<file path="src/rtl/cgra_cfg_pkg.sv">
// Shared constants and types for the CGRA tile configuration responder.
// Opcodes, address field layout, broadcast ID and FSM/opcode-class enums.
package cgra_cfg_pkg;

    localparam int CFG_TID_LSB = 0;
    localparam int CFG_IDX_LSB = 16;
    localparam int CFG_IDX_W   = 8;
    localparam int CFG_OP_LSB  = 24;
    localparam int CFG_OP_W    = 8;

    localparam logic [CFG_OP_W-1:0] CFG_OP_WRITE     = 8'h00;
    localparam logic [CFG_OP_W-1:0] CFG_OP_READ      = 8'h01;
    localparam logic [CFG_OP_W-1:0] CFG_OP_CLEAR_ERR = 8'h02;

    localparam logic [15:0] CFG_BCAST_ID = 16'hFFFF;

    typedef enum logic {
        CFG_IDLE,
        CFG_RESP
    } cfg_state_t;

    typedef enum logic [1:0] {
        OPC_WRITE,
        OPC_READ,
        OPC_CLEAR,
        OPC_UNKNOWN
    } cfg_opc_t;

endpackage

</file>
<file path="src/rtl/cgra_cfg_addr_decode.sv">
// Combinational split of a config bus address into tile match, broadcast,
// register index range check and opcode class.
module cgra_cfg_addr_decode
    import cgra_cfg_pkg::*;
#(
    parameter int NUM_REGS  = 8,
    parameter int TILE_ID_W = 16
) (
    input  logic [31:0]          config_addr_in,
    input  logic [TILE_ID_W-1:0] tile_id,
    output logic                 hit,
    output logic                 bcast,
    output logic                 idx_ok,
    output logic [CFG_IDX_W-1:0] idx,
    output cfg_opc_t             opc
);

    logic [TILE_ID_W-1:0] tid;
    logic [CFG_OP_W-1:0]  op;

    assign tid    = config_addr_in[CFG_TID_LSB +: TILE_ID_W];
    assign idx    = config_addr_in[CFG_IDX_LSB +: CFG_IDX_W];
    assign op     = config_addr_in[CFG_OP_LSB +: CFG_OP_W];

    assign bcast  = (tid == CFG_BCAST_ID[TILE_ID_W-1:0]);
    assign hit    = (tid == tile_id) || bcast;
    assign idx_ok = (int'(idx) < NUM_REGS);

    always_comb begin
        case (op)
            CFG_OP_WRITE:     opc = OPC_WRITE;
            CFG_OP_READ:      opc = OPC_READ;
            CFG_OP_CLEAR_ERR: opc = OPC_CLEAR;
            default:          opc = OPC_UNKNOWN;
        endcase
    end

endmodule

</file>
<file path="src/rtl/cgra_tile_config_responder.sv">
// Tile-side configuration bus endpoint: register writes, sticky error, readback.
// Define CFG_READBACK_EN to build the READ path, RESP state and read channel.
module cgra_tile_config_responder
    import cgra_cfg_pkg::*;
#(
    parameter int NUM_REGS  = 8,
    parameter int DATA_W    = 32,
    parameter int TILE_ID_W = 16
) (
    input  logic                         clk_in,
    input  logic                         reset,
    input  logic [TILE_ID_W-1:0]         tile_id,
    input  logic [31:0]                  config_addr_in,
    input  logic [DATA_W-1:0]            config_data_in,
    input  logic                         config_valid_in,
    output logic                         config_ready_out,
    output logic [DATA_W-1:0]            read_data_out,
    output logic                         read_valid_out,
    input  logic                         read_ready_in,
    output logic [NUM_REGS*DATA_W-1:0]   cfg_regs_out,
    output logic                         cfg_err_out
);

    logic                 hit, bcast, idx_ok;
    logic [CFG_IDX_W-1:0] idx;
    cfg_opc_t             opc;

    cgra_cfg_addr_decode #(
        .NUM_REGS  (NUM_REGS),
        .TILE_ID_W (TILE_ID_W)
    ) u_decode (
        .config_addr_in (config_addr_in),
        .tile_id        (tile_id),
        .hit            (hit),
        .bcast          (bcast),
        .idx_ok         (idx_ok),
        .idx            (idx),
        .opc            (opc)
    );

    cfg_state_t        state_q, state_d;
    logic              active_q;
    logic [DATA_W-1:0] regs_q [NUM_REGS];
    logic              xfer, wr_en, err_set, err_clr;
`ifdef CFG_READBACK_EN
    logic              rd_start;
`endif

    assign xfer = config_valid_in && config_ready_out;

    // NOTE: every signal driven here gets a default first so no path leaves it unassigned (no latches).
    always_comb begin
        state_d          = state_q;
        config_ready_out = active_q && (state_q == CFG_IDLE);
        wr_en            = 1'b0;
        err_set          = 1'b0;
        err_clr          = 1'b0;
`ifdef CFG_READBACK_EN
        rd_start         = 1'b0;
`endif
        case (state_q)
            CFG_IDLE: begin
                if (xfer && hit) begin
                    case (opc)
                        OPC_WRITE: begin
                            if (idx_ok) wr_en   = 1'b1;
                            else        err_set = 1'b1;
                        end
                        OPC_READ: begin
`ifdef CFG_READBACK_EN
                            // Broadcast reads are swallowed: no response, no error.
                            if (!bcast) begin
                                if (idx_ok) begin
                                    rd_start = 1'b1;
                                    state_d  = CFG_RESP;
                                end else begin
                                    err_set = 1'b1;
                                end
                            end
`endif
                        end
                        OPC_CLEAR: err_clr = 1'b1;
                        default:   err_set = 1'b1;
                    endcase
                end
            end
            CFG_RESP: begin
                if (read_ready_in) state_d = CFG_IDLE;
            end
            default: state_d = CFG_IDLE;
        endcase
    end

    // NOTE: sequential state uses non-blocking assignments so every flop samples pre-edge values.
    always_ff @(posedge clk_in or negedge reset) begin
        if (!reset) begin
            state_q     <= CFG_IDLE;
            active_q    <= 1'b0;
            cfg_err_out <= 1'b0;
        end else begin
            state_q  <= state_d;
            active_q <= 1'b1;
            if (err_clr)      cfg_err_out <= 1'b0;
            else if (err_set) cfg_err_out <= 1'b1;
        end
    end

    // NOTE: the config registers are reset because they drive routing/op select directly.
    always_ff @(posedge clk_in or negedge reset) begin
        if (!reset) begin
            for (int i = 0; i < NUM_REGS; i++) regs_q[i] <= '0;
        end else if (wr_en) begin
            for (int i = 0; i < NUM_REGS; i++) begin
                if (int'(idx) == i) regs_q[i] <= config_data_in;
            end
        end
    end

    for (genvar g = 0; g < NUM_REGS; g++) begin : g_flat
        assign cfg_regs_out[g*DATA_W +: DATA_W] = regs_q[g];
    end

`ifdef CFG_READBACK_EN
    logic [DATA_W-1:0] rd_sel, rdata_q;

    always_comb begin
        rd_sel = '0;
        for (int i = 0; i < NUM_REGS; i++) begin
            if (int'(idx) == i) rd_sel = regs_q[i];
        end
    end

    always_ff @(posedge clk_in or negedge reset) begin
        if (!reset)        rdata_q <= '0;
        else if (rd_start) rdata_q <= rd_sel;
    end

    assign read_data_out  = rdata_q;
    assign read_valid_out = (state_q == CFG_RESP);
`else
    assign read_data_out  = '0;
    assign read_valid_out = 1'b0;
`endif

endmodule
</file>
<file path="config.mk">
export PLATFORM = sky130hd
export DESIGN_NAME = cgra_tile_config_responder
export DESIGN_NICKNAME = d
export VERILOG_FILES = /design/src/rtl/cgra_cfg_pkg.sv /design/src/rtl/cgra_cfg_addr_decode.sv /design/src/rtl/cgra_tile_config_responder.sv
export SDC_FILE = /design/constraint.sdc
export NUM_CORES = 1
export LEC_CHECK = 0
export ABC_AREA = 1
export BUFFER_PORTS_ARGS = -buffer_cell sky130_fd_sc_hd__buf_4
export CAP_MARGIN = 10
export CORE_MARGIN = 2
export CORE_UTILIZATION = 43
export CTS_CLUSTER_SIZE = 24
export DETAILED_ROUTE_END_ITERATION = 6
export GPL_ROUTABILITY_DRIVEN = 0
export PLACE_DENSITY = 0.75
export SYNTH_ARGS = -nofsm -noshare
export SYNTH_HDL_FRONTEND = slang
export SYNTH_HIERARCHICAL = 1
export SYNTH_SLANG_ARGS = --single-unit
</file>
<file path="constraint.sdc">
create_clock -name clk_in -period 2.8 [get_ports clk_in]
set_input_delay 0 -clock clk_in [delete_from_list [all_inputs] [get_ports clk_in]]
set_output_delay 0 -clock clk_in [all_outputs]
set_load 0.05 [all_outputs]
</file>
==> flow_summary.json, run 1 <==
{
  "status": "completed",
  "seq_area_um2": 6480,
  "crit_chain": "nor2_2 > nand2_1 > nor2_4 > buf_12 > nand3_1 > nand2_1",
  "core_area_um2": 25900,
  "wl_mm": 37.5,
  "tightest_slew_ns": 0.746,
  "cts.clk_slew.worst_paths_ns": 0.06,
  "grt_pass1_vias": 10200,
  "first_iter_violations": 1027,
  "leakagePower_nw": 8.82,
  "min_period_ns": 1.95,
  "crit_slowest_cell": "buf_12",
  "ys_warn_count": 6,
  "htree_levels": 1,
  "hp-class": "in -> reg",
  "drive_above_1_share_pct": 25.0,
  "dp.cells": 1924,
  "synth_cells": 1341,
  "power_density_nw_per_um2": 516,
  "slew_headroom_pct": 50.3,
  "holdPathStages": 6,
  "fmax_ghz": 0.513,
  "grt_max_degree": 156,
  "die_height_um": 166,
  "crit_top_cell": "nand2_1",
  "detail-route-antenna-nets": 0,
  "timing.rr.end": "cfg_regs_out[237]",
  "min_to": "cfg_regs_out[10]",
  "crit_fanout": 155,
  "fin_util_pct": 58.0,
  "start_util_pct": 43.6,
  "reg2reg_depth": 6,
  "routed_via_density": 5.15,
  "pin_count": 375,
  "end_kind": "flip-flop",
  "finalCritPeriodShare_pct": 69.6,
  "clkLatencyLatePin_ns": 0.55,
  "route.vias.total": 10300,
  "cts_tree": "yes",
  "diodes": 0,
  "crit_path_start": "state_q",
  "final_cells": 2006,
  "dieArea_um2": 27600,
  "rr_startpoint": "state_q",
  "dr.pass1.iters": 7,
  "setup_viol": 0,
  "syn2layout_area_growth_pct": 33.0,
  "rsz0062_at_grt": "no",
  "path_class": "reg -> reg",
  "avgSynthCellArea_um2": 8.43,
  "worstSetupStartpointType": "flip-flop",
  "multi_input_area_um2": 3920,
  "nets": 1741,
  "placement_rows": 59,
  "grt-ovfl-total": 0,
  "cpPeakStageDelay_ns": 0.45,
  "root_buffer": "clkbuf_16",
  "drc": 0,
  "crit_required_ns": 3.28,
  "drv_slew": 0,
  "numPortBuffers": 341,
  "hpwl_mm": 24.6,
  "netlist_area_um2": 11300,
  "antenna_found_initial": 0,
  "finClkSkew_ns": 0.0146,
  "clkSinkCount": 259,
  "hold_start": "config_addr_in[17]",
  "fillers": 2292,
  "drv_cap": 0,
  "grt_usage_pct": 26.5,
  "ctsLongestPathBuffers": 3,
  "setup_tns_ns": 0,
  "cts_buffers": 27,
  "pre_cts_ws_ns": 0.583,
  "die_x_um": 166,
  "cts_repair_resize_count": 0,
  "ff2ff_setup_slack_ns": 0.85,
  "hold_viol_final": 0,
  "wl_per_cell_um": 18.7,
  "worst_slack_ns": 0.852,
  "peakVddDrop_uv": 362,
  "fin_hold_ws_ns": 0.0129,
  "grt_pass1_wl_mm": 58.1,
  "crit_arrival_ns": 2.42
}
==> flip-flops by register name (all words and copies together) (netlist names) <==
| name | count |
|---|---|
| cfg_err_out | 1 |
| cfg_regs_out | 256 |
| state_q | 1 |
| active_q | 1 |
==> worst max-delay path: cells and delay by family, from the launching register on <==
family | cells | cell delay [ns]
AND/OR/NAND/NOR | 5 | 0.84
buffers and inverters | 1 | 0.45
flip-flops | 1 | 0.39
==> how the worst max path moves through the flow <==
stage	end	cells past startpoint
final	cfg_regs_out[237]	6
after global routing	cfg_regs_out[117]	6
after CTS	cfg_regs_out[237]	6
after detailed placement	cfg_regs_out[237]	10
after global placement	cfg_regs_out[0]	10
after floorplan	cfg_regs_out[161]	8
==> power breakdown <==
part           switching, mW  total (mW)  leakage (nW)  internal, mW
registers           0.000212        3.74          3.62          3.74
logic                  0.332       0.474          4.79         0.142
clock network           1.50        3.54         0.415          2.04
==> layer usage <==
metal	part of all wire [%]	global-route usage [%]
met5	0	0
met4	3.4	9.04
met3	8.3	5.34
met2	48	44.2
met1	41	34.8
==> through the flow <==
stage,cell area [um2],power (mW)
after floorplan,11400,4.06
after global placement,13800,4.23
after detailed placement,13800,4.24
after CTS,15000,7.81
after global routing,15000,8.00
final,15000,7.76
==> layout make-up <==
class,instances,share of cell area (%)
Inverter,39,0.974
Clock buffer,35,4.89
Sequential cell,259,43.1
Timing Repair Buffer,403,21.3
Multi-Input combinational cell,925,26.1
Tap cell,335,2.79
Clock inverter,10,0.841
==> repair_timing <==
item,4_1_cts,5_1_grt
buffers inserted,0,0
hold buffers,37,0
hold endpoints to repair,517,0
endpoints found under the setup margin,0,0
==> cells in the final DEF, fill, tap and decap left out <==
cell type / count
buf_12: 5
buf_16: 1
buf_4: 360
buf_8: 1
bufinv_16: 2
clkbuf_1: 5
clkbuf_16: 27
clkbuf_8: 3
clkinv_2: 3
clkinv_4: 1
clkinvlp_4: 3
conb_1: 34
dfrtp_1: 259
dlygate4sd3_1: 36
ha_1: 2
inv_1: 39
inv_16: 1
nand2_1: 583
nand2_4: 1
nand3_1: 258
nand3b_1: 2
nand4_1: 2
nor2_1: 26
nor2_2: 1
nor2_4: 9
nor3_1: 4
nor3b_1: 1
nor4_1: 1
o21a_1: 1
Note: power is estimated with default switching activity, not from simulation.
==> run 2, diff against run 1 <==
clock period = 1.88 ns   (was 2.8 ns; I/O delays follow)
==> run 2 against run 1 <==
  * Sequential cell count unchanged
  * Utilization increased by 1.0 points
  * Die area unchanged
  * Final area increased by 1.8%
  * Total power increased by 48%
  * Final cell count increased by 1.2%
  * Setup slack got worse by 0.56 ns
  * Sequential power increased by 49%
  * Count of clock-buffer cells in the layout increased by 6
  * First-iteration DRC count decreased by 0.39%
  * Critical path depth increased by 2
  * Global-route usage increased by 0.31 points
  * Critical path type unchanged
  * Largest cell class unchanged
  * Largest power group unchanged
==> flow_summary.json, run 2 (synthesized netlist as in run 1, its figures left out) <==
{
  "antenna_found_initial": 0,
  "tightest_slew_ns": 0.570,
  "setup_tns_ns": 0,
  "drv_cap": 0,
  "setup_viol": 0,
  "cts_repair_resize_count": 0,
  "grt_pass1_vias": 10500,
  "slew_headroom_pct": 62.0,
  "dr.pass1.iters": 5,
  "worstSetupStartpointType": "flip-flop",
  "crit_required_ns": 2.29,
  "drv_slew": 0,
  "leakagePower_nw": 8.97,
  "fmax_ghz": 0.630,
  "rr_startpoint": "state_q",
  "core_area_um2": 25900,
  "first_iter_violations": 1023,
  "crit_arrival_ns": 2.00,
  "dieArea_um2": 27600,
  "place_area_um2": 14000,
  "status": "completed",
  "clkSinkCount": 259,
  "worst_slack_ns": 0.292,
  "wl_per_cell_um": 18.7,
  "htree_levels": 1,
  "crit_path_start": "state_q",
  "cts_buffers": 27,
  "pin_count": 375,
  "placement_rows": 59,
  "crit_top_cell": "nand2_1",
  "crit_fanout": 18,
  "fin_util_pct": 59.0,
  "finClkSkew_ns": 0.0252,
  "crit_slowest_cell": "dfrtp_1",
  "grt_max_degree": 67,
  "drive_above_1_share_pct": 25.6,
  "route.vias.total": 10500,
  "hp-class": "in -> async",
  "numPortBuffers": 341,
  "start_util_pct": 43.6,
  "finalCritPeriodShare_pct": 84.5,
  "min_period_ns": 1.59,
  "detail-route-antenna-nets": 0,
  "cpPeakStageDelay_ns": 0.38,
  "grt_pass1_wl_mm": 58.7,
  "reg2reg_depth": 8,
  "design_area_um2": 15300,
  "hpwl_mm": 26.2,
  "path_class": "reg -> reg",
  "routed_via_density": 5.18,
  "drc": 0,
  "wl_mm": 37.9,
  "largest_reg_flops": 256,
  "final_cell_mix": "nand2_1 (583), buf_4 (370), dfrtp_1 (259)",
  "ctsLongestPathBuffers": 3,
  "crit_chain": "nor2_2 > nand2_1 > nor2_4 > buf_12 > nand2_1 > buf_4 > nand2_1 > nand2_1",
  "cts_tree": "yes",
  "grt-ovfl-total": 0,
  "rsz0062_at_grt": "no",
  "dp.cells": 1943,
  "hold_viol_final": 0,
  "layout_commonest_cell": "nand2_1",
  "pre_cts_ws_ns": 0.00716,
  "clkLatencyLatePin_ns": 0.55,
  "grt_usage_pct": 26.8,
  "nets": 1763,
  "peakVddDrop_uv": 560,
  "syn2layout_area_growth_pct": 35.3,
  "die_height_um": 166,
  "final_cells": 2031,
  "end_kind": "flip-flop",
  "diodes": 0,
  "ff2ff_setup_slack_ns": 0.29,
  "power_density_nw_per_um2": 751,
  "die_x_um": 166,
  "root_buffer": "clkbuf_16",
  "cts.clk_slew.worst_paths_ns": 0.06
}
## run 2: changes by cell type in the layout (fill, tap and decap cells not counted), sizes merged
cell         before  now
bufinv            2    1
clkinvlp          3    1
dlygate4sd3      36   40
clkbuf           35   41
buf             367  385
## run 2: report_power, final
part	internal, mW	total [mW]	switching [mW]	leakage, nW
registers	5.58	5.58	0.000318	3.62
logic	0.226	0.726	0.500	4.93
clock network	3.00	5.19	2.19	0.419
## run 2: repair_timing
item	4_1_cts	5_1_grt
hold endpoints to repair	517	0
buffers inserted	0	0
hold buffers	40	0
## run 2: worst max-delay path: cells and delay by family (launching register included)
kind                   cells  cell delay, ns
DFF                        1            0.38
and+or+nand+nor            6            0.71
buffers and inverters      2            0.38
## run 2: worst paths after layout
check,to
worst min register to register,cfg_regs_out[215]
max in group asynchronous,cfg_regs_out[80]
worst max-delay path,cfg_regs_out[168]
min in group clk_in,cfg_err_out
worst max register to register,cfg_regs_out[168]
worst min-delay path,cfg_regs_out[145]
## run 2: cell type report
type / instances / area, um2
timing repair buffer: 425 / 3470
multi-input combinational: 925 / 3920
fill: 2255 / 10600
tap: 335 / 419
inverter: 39 / 146
clock inverter: 7 / 81.3
sequential: 259 / 6480
clock buffer: 41 / 778
## run 2: routing by layer
metal,GRT usage (%),vias to the layer above,part of all wire (%)
met5,0,-,0
met1,33.8,5064,39
met2,45.4,552,49
met4,10.2,0,3.5
met3,6.03,97,9.2
li1,-,4805,-
## run 2: per-stage QoR
stage	total power [mW]	hold WS, ns
after CTS	11.6	0.00486
after floorplan	6.05	-0.296
after detailed placement	6.33	0.00450
after global routing	11.8	0.0491
after global placement	6.32	0.00687
final	11.5	0.0154
==> run 3, diff against run 2 <==
clock period = 1.5 ns   (was 1.88 ns; I/O delays follow)
==> run 3 against run 2 <==
  * Total power increased by 30%
  * Largest cell class unchanged
  * Sequential cell count stayed put
  * Wire length is 0.74% higher
  * Clock power grew 35%
  * Setup slack lost 0.27 ns
  * Global-route usage increased by 0.33 points
  * First-iteration DRC count down 22%
  * Critical endpoint is now cfg_regs_out[40]
  * Final area grew 2.6%
==> flow_summary.json, run 3 (synthesized netlist as in run 1, its figures left out) <==
{
  "worstSetupStartpointType": "flip-flop",
  "wl_mm": 38.2,
  "pre_cts_ws_ns": -0.429,
  "path_buf_inv": 3,
  "grt_max_degree": 59,
  "numPortBuffers": 341,
  "die_x_um": 166,
  "drive_above_1_share_pct": 26.9,
  "cts_buffers": 28,
  "design_area_um2": 15700,
  "fin_hold_ws_ns": 0.0222,
  "fillers": 2218,
  "syn2layout_area_growth_pct": 38.8,
  "die_height_um": 166,
  "final_cells": 2046,
  "cp_top_family": "simple AND/OR/NAND/NOR gates",
  "route.vias.total": 10600,
  "clkLatencyLatePin_ns": 0.55,
  "fin_util_pct": 60.6,
  "crit_slowest_cell": "dfrtp_1",
  "place_area_um2": 14200,
  "core_area_um2": 25900,
  "cts_tree": "yes",
  "path_class": "reg -> reg",
  "drc": 0,
  "finalCritPeriodShare_pct": 98.2,
  "min_period_ns": 1.47,
  "largest_reg_flops": 256,
  "drv_slew": 0,
  "nets": 1775,
  "drv_cap": 0,
  "ctsLongestPathBuffers": 3,
  "clkSinkCount": 259,
  "dr.pass1.iters": 5,
  "pin_count": 375,
  "crit_required_ns": 1.96,
  "multi_input_area_um2": 3940,
  "hold_viol_final": 0,
  "cpPeakStageDelay_ns": 0.40,
  "htree_levels": 1,
  "final_cell_mix": "nand2_1 (579), buf_4 (363), dfrtp_1 (259)",
  "root_buffer": "clkbuf_16",
  "detail-route-antenna-nets": 0,
  "hpwl_mm": 26.0,
  "finClkSkew_ns": 0.0215,
  "crit_fanout": 26,
  "seq_area_um2": 6480,
  "hp-class": "in -> reg",
  "grt-ovfl-total": 0,
  "crit_chain": "nor2_4 > nand2_2 > nor2_4 > buf_12 > buf_12 > clkbuf_16 > nand3_1 > nand2_1",
  "fmax_ghz": 0.679,
  "grt_pass1_vias": 10500,
  "diodes": 0,
  "wl_per_cell_um": 18.7,
  "status": "completed",
  "rsz0062_at_grt": "yes",
  "grt_usage_pct": 27.2,
  "placement_rows": 59,
  "crit_arrival_ns": 1.94,
  "worst_slack_ns": 0.0272,
  "dieArea_um2": 27600,
  "layout_commonest_cell": "nand2_1",
  "dp.cells": 1952,
  "setup_viol": 0,
  "grt_pass1_wl_mm": 59.2,
  "peakVddDrop_uv": 1010,
  "cts.clk_slew.worst_paths_ns": 0.06,
  "power_density_nw_per_um2": 951,
  "routed_via_density": 5.18,
  "leakagePower_nw": 9.13,
  "end_kind": "flip-flop",
  "start_util_pct": 43.6,
  "first_iter_violations": 793,
  "antenna_found_initial": 0
}
==> run 3: path summary, 6_finish.rpt <==
path / start / end / slack, ns / cells after the start
worst max register to register: state_q / cfg_regs_out[40] / 0.03 / 8
min in group asynchronous: reset / cfg_regs_out[113] / 0.52 / 3
worst min register to register: cfg_regs_out[136] / cfg_regs_out[136] / 0.47 / 2
worst min-delay path: config_addr_in[16] / cfg_regs_out[36] / 0.02 / 7
max in group asynchronous: reset / cfg_regs_out[29] / 0.29 / 4
worst max-delay path: state_q / cfg_regs_out[40] / 0.03 / 8
==> run 3: repair_timing <==
action | 4_1_cts | 5_1_grt
setup endpoints to repair | 6 | 248
endpoints found under the hold margin | 517 | 0
gates resized for setup | 1 | 11
hold buffers | 40 | 0
cloned | 0 | 1
setup buffers | 0 | 1
pin swaps | 0 | 5
==> run 3: stage by stage <==
| step | power [mW] | TNS (ns) |
|---|---|---|
| CTS | 15.0 | 0 |
| global placement | 7.93 | -82.41 |
| global route | 15.4 | -5.71 |
| detailed placement | 7.94 | -92.71 |
| finish | 14.9 | 0 |
| floorplan | 7.58 | -5.63 |
==> run 3: layer usage <==
| layer | wire length (um) | track usage [%] | vias to the layer above |
|---|---|---|---|
| li1 | - | - | 4826 |
| met5 | 0 | 0 | - |
| met4 | 1570 | 11.3 | 0 |
| met2 | 18400 | 45.2 | 543 |
| met1 | 14800 | 34.7 | 5124 |
| met3 | 3390 | 5.65 | 102 |
==> run 3: power by group <==
group	internal, mW	switching (mW)
sequential	6.99	0.000350
combinational	0.284	0.630
clock	4.18	2.85
total	11.5	3.48
==> run 3: area by class of cell <==
class,count,share of cell area (%)
sequential,259,41.3
multi-input combinational,925,25.1
timing repair buffer,436,23.9
clock buffer,40,5.26
tap,335,2.67
inverter,39,0.933
clock inverter,12,0.845
==> run 3: worst min-delay path: stages <==
cell     delay, ns
buf_4         0.12
inv_1         0.05
nor2_1        0.04
nand2_1       0.09
nor2_4        0.07
nand3_1       0.08
nand2_1       0.05
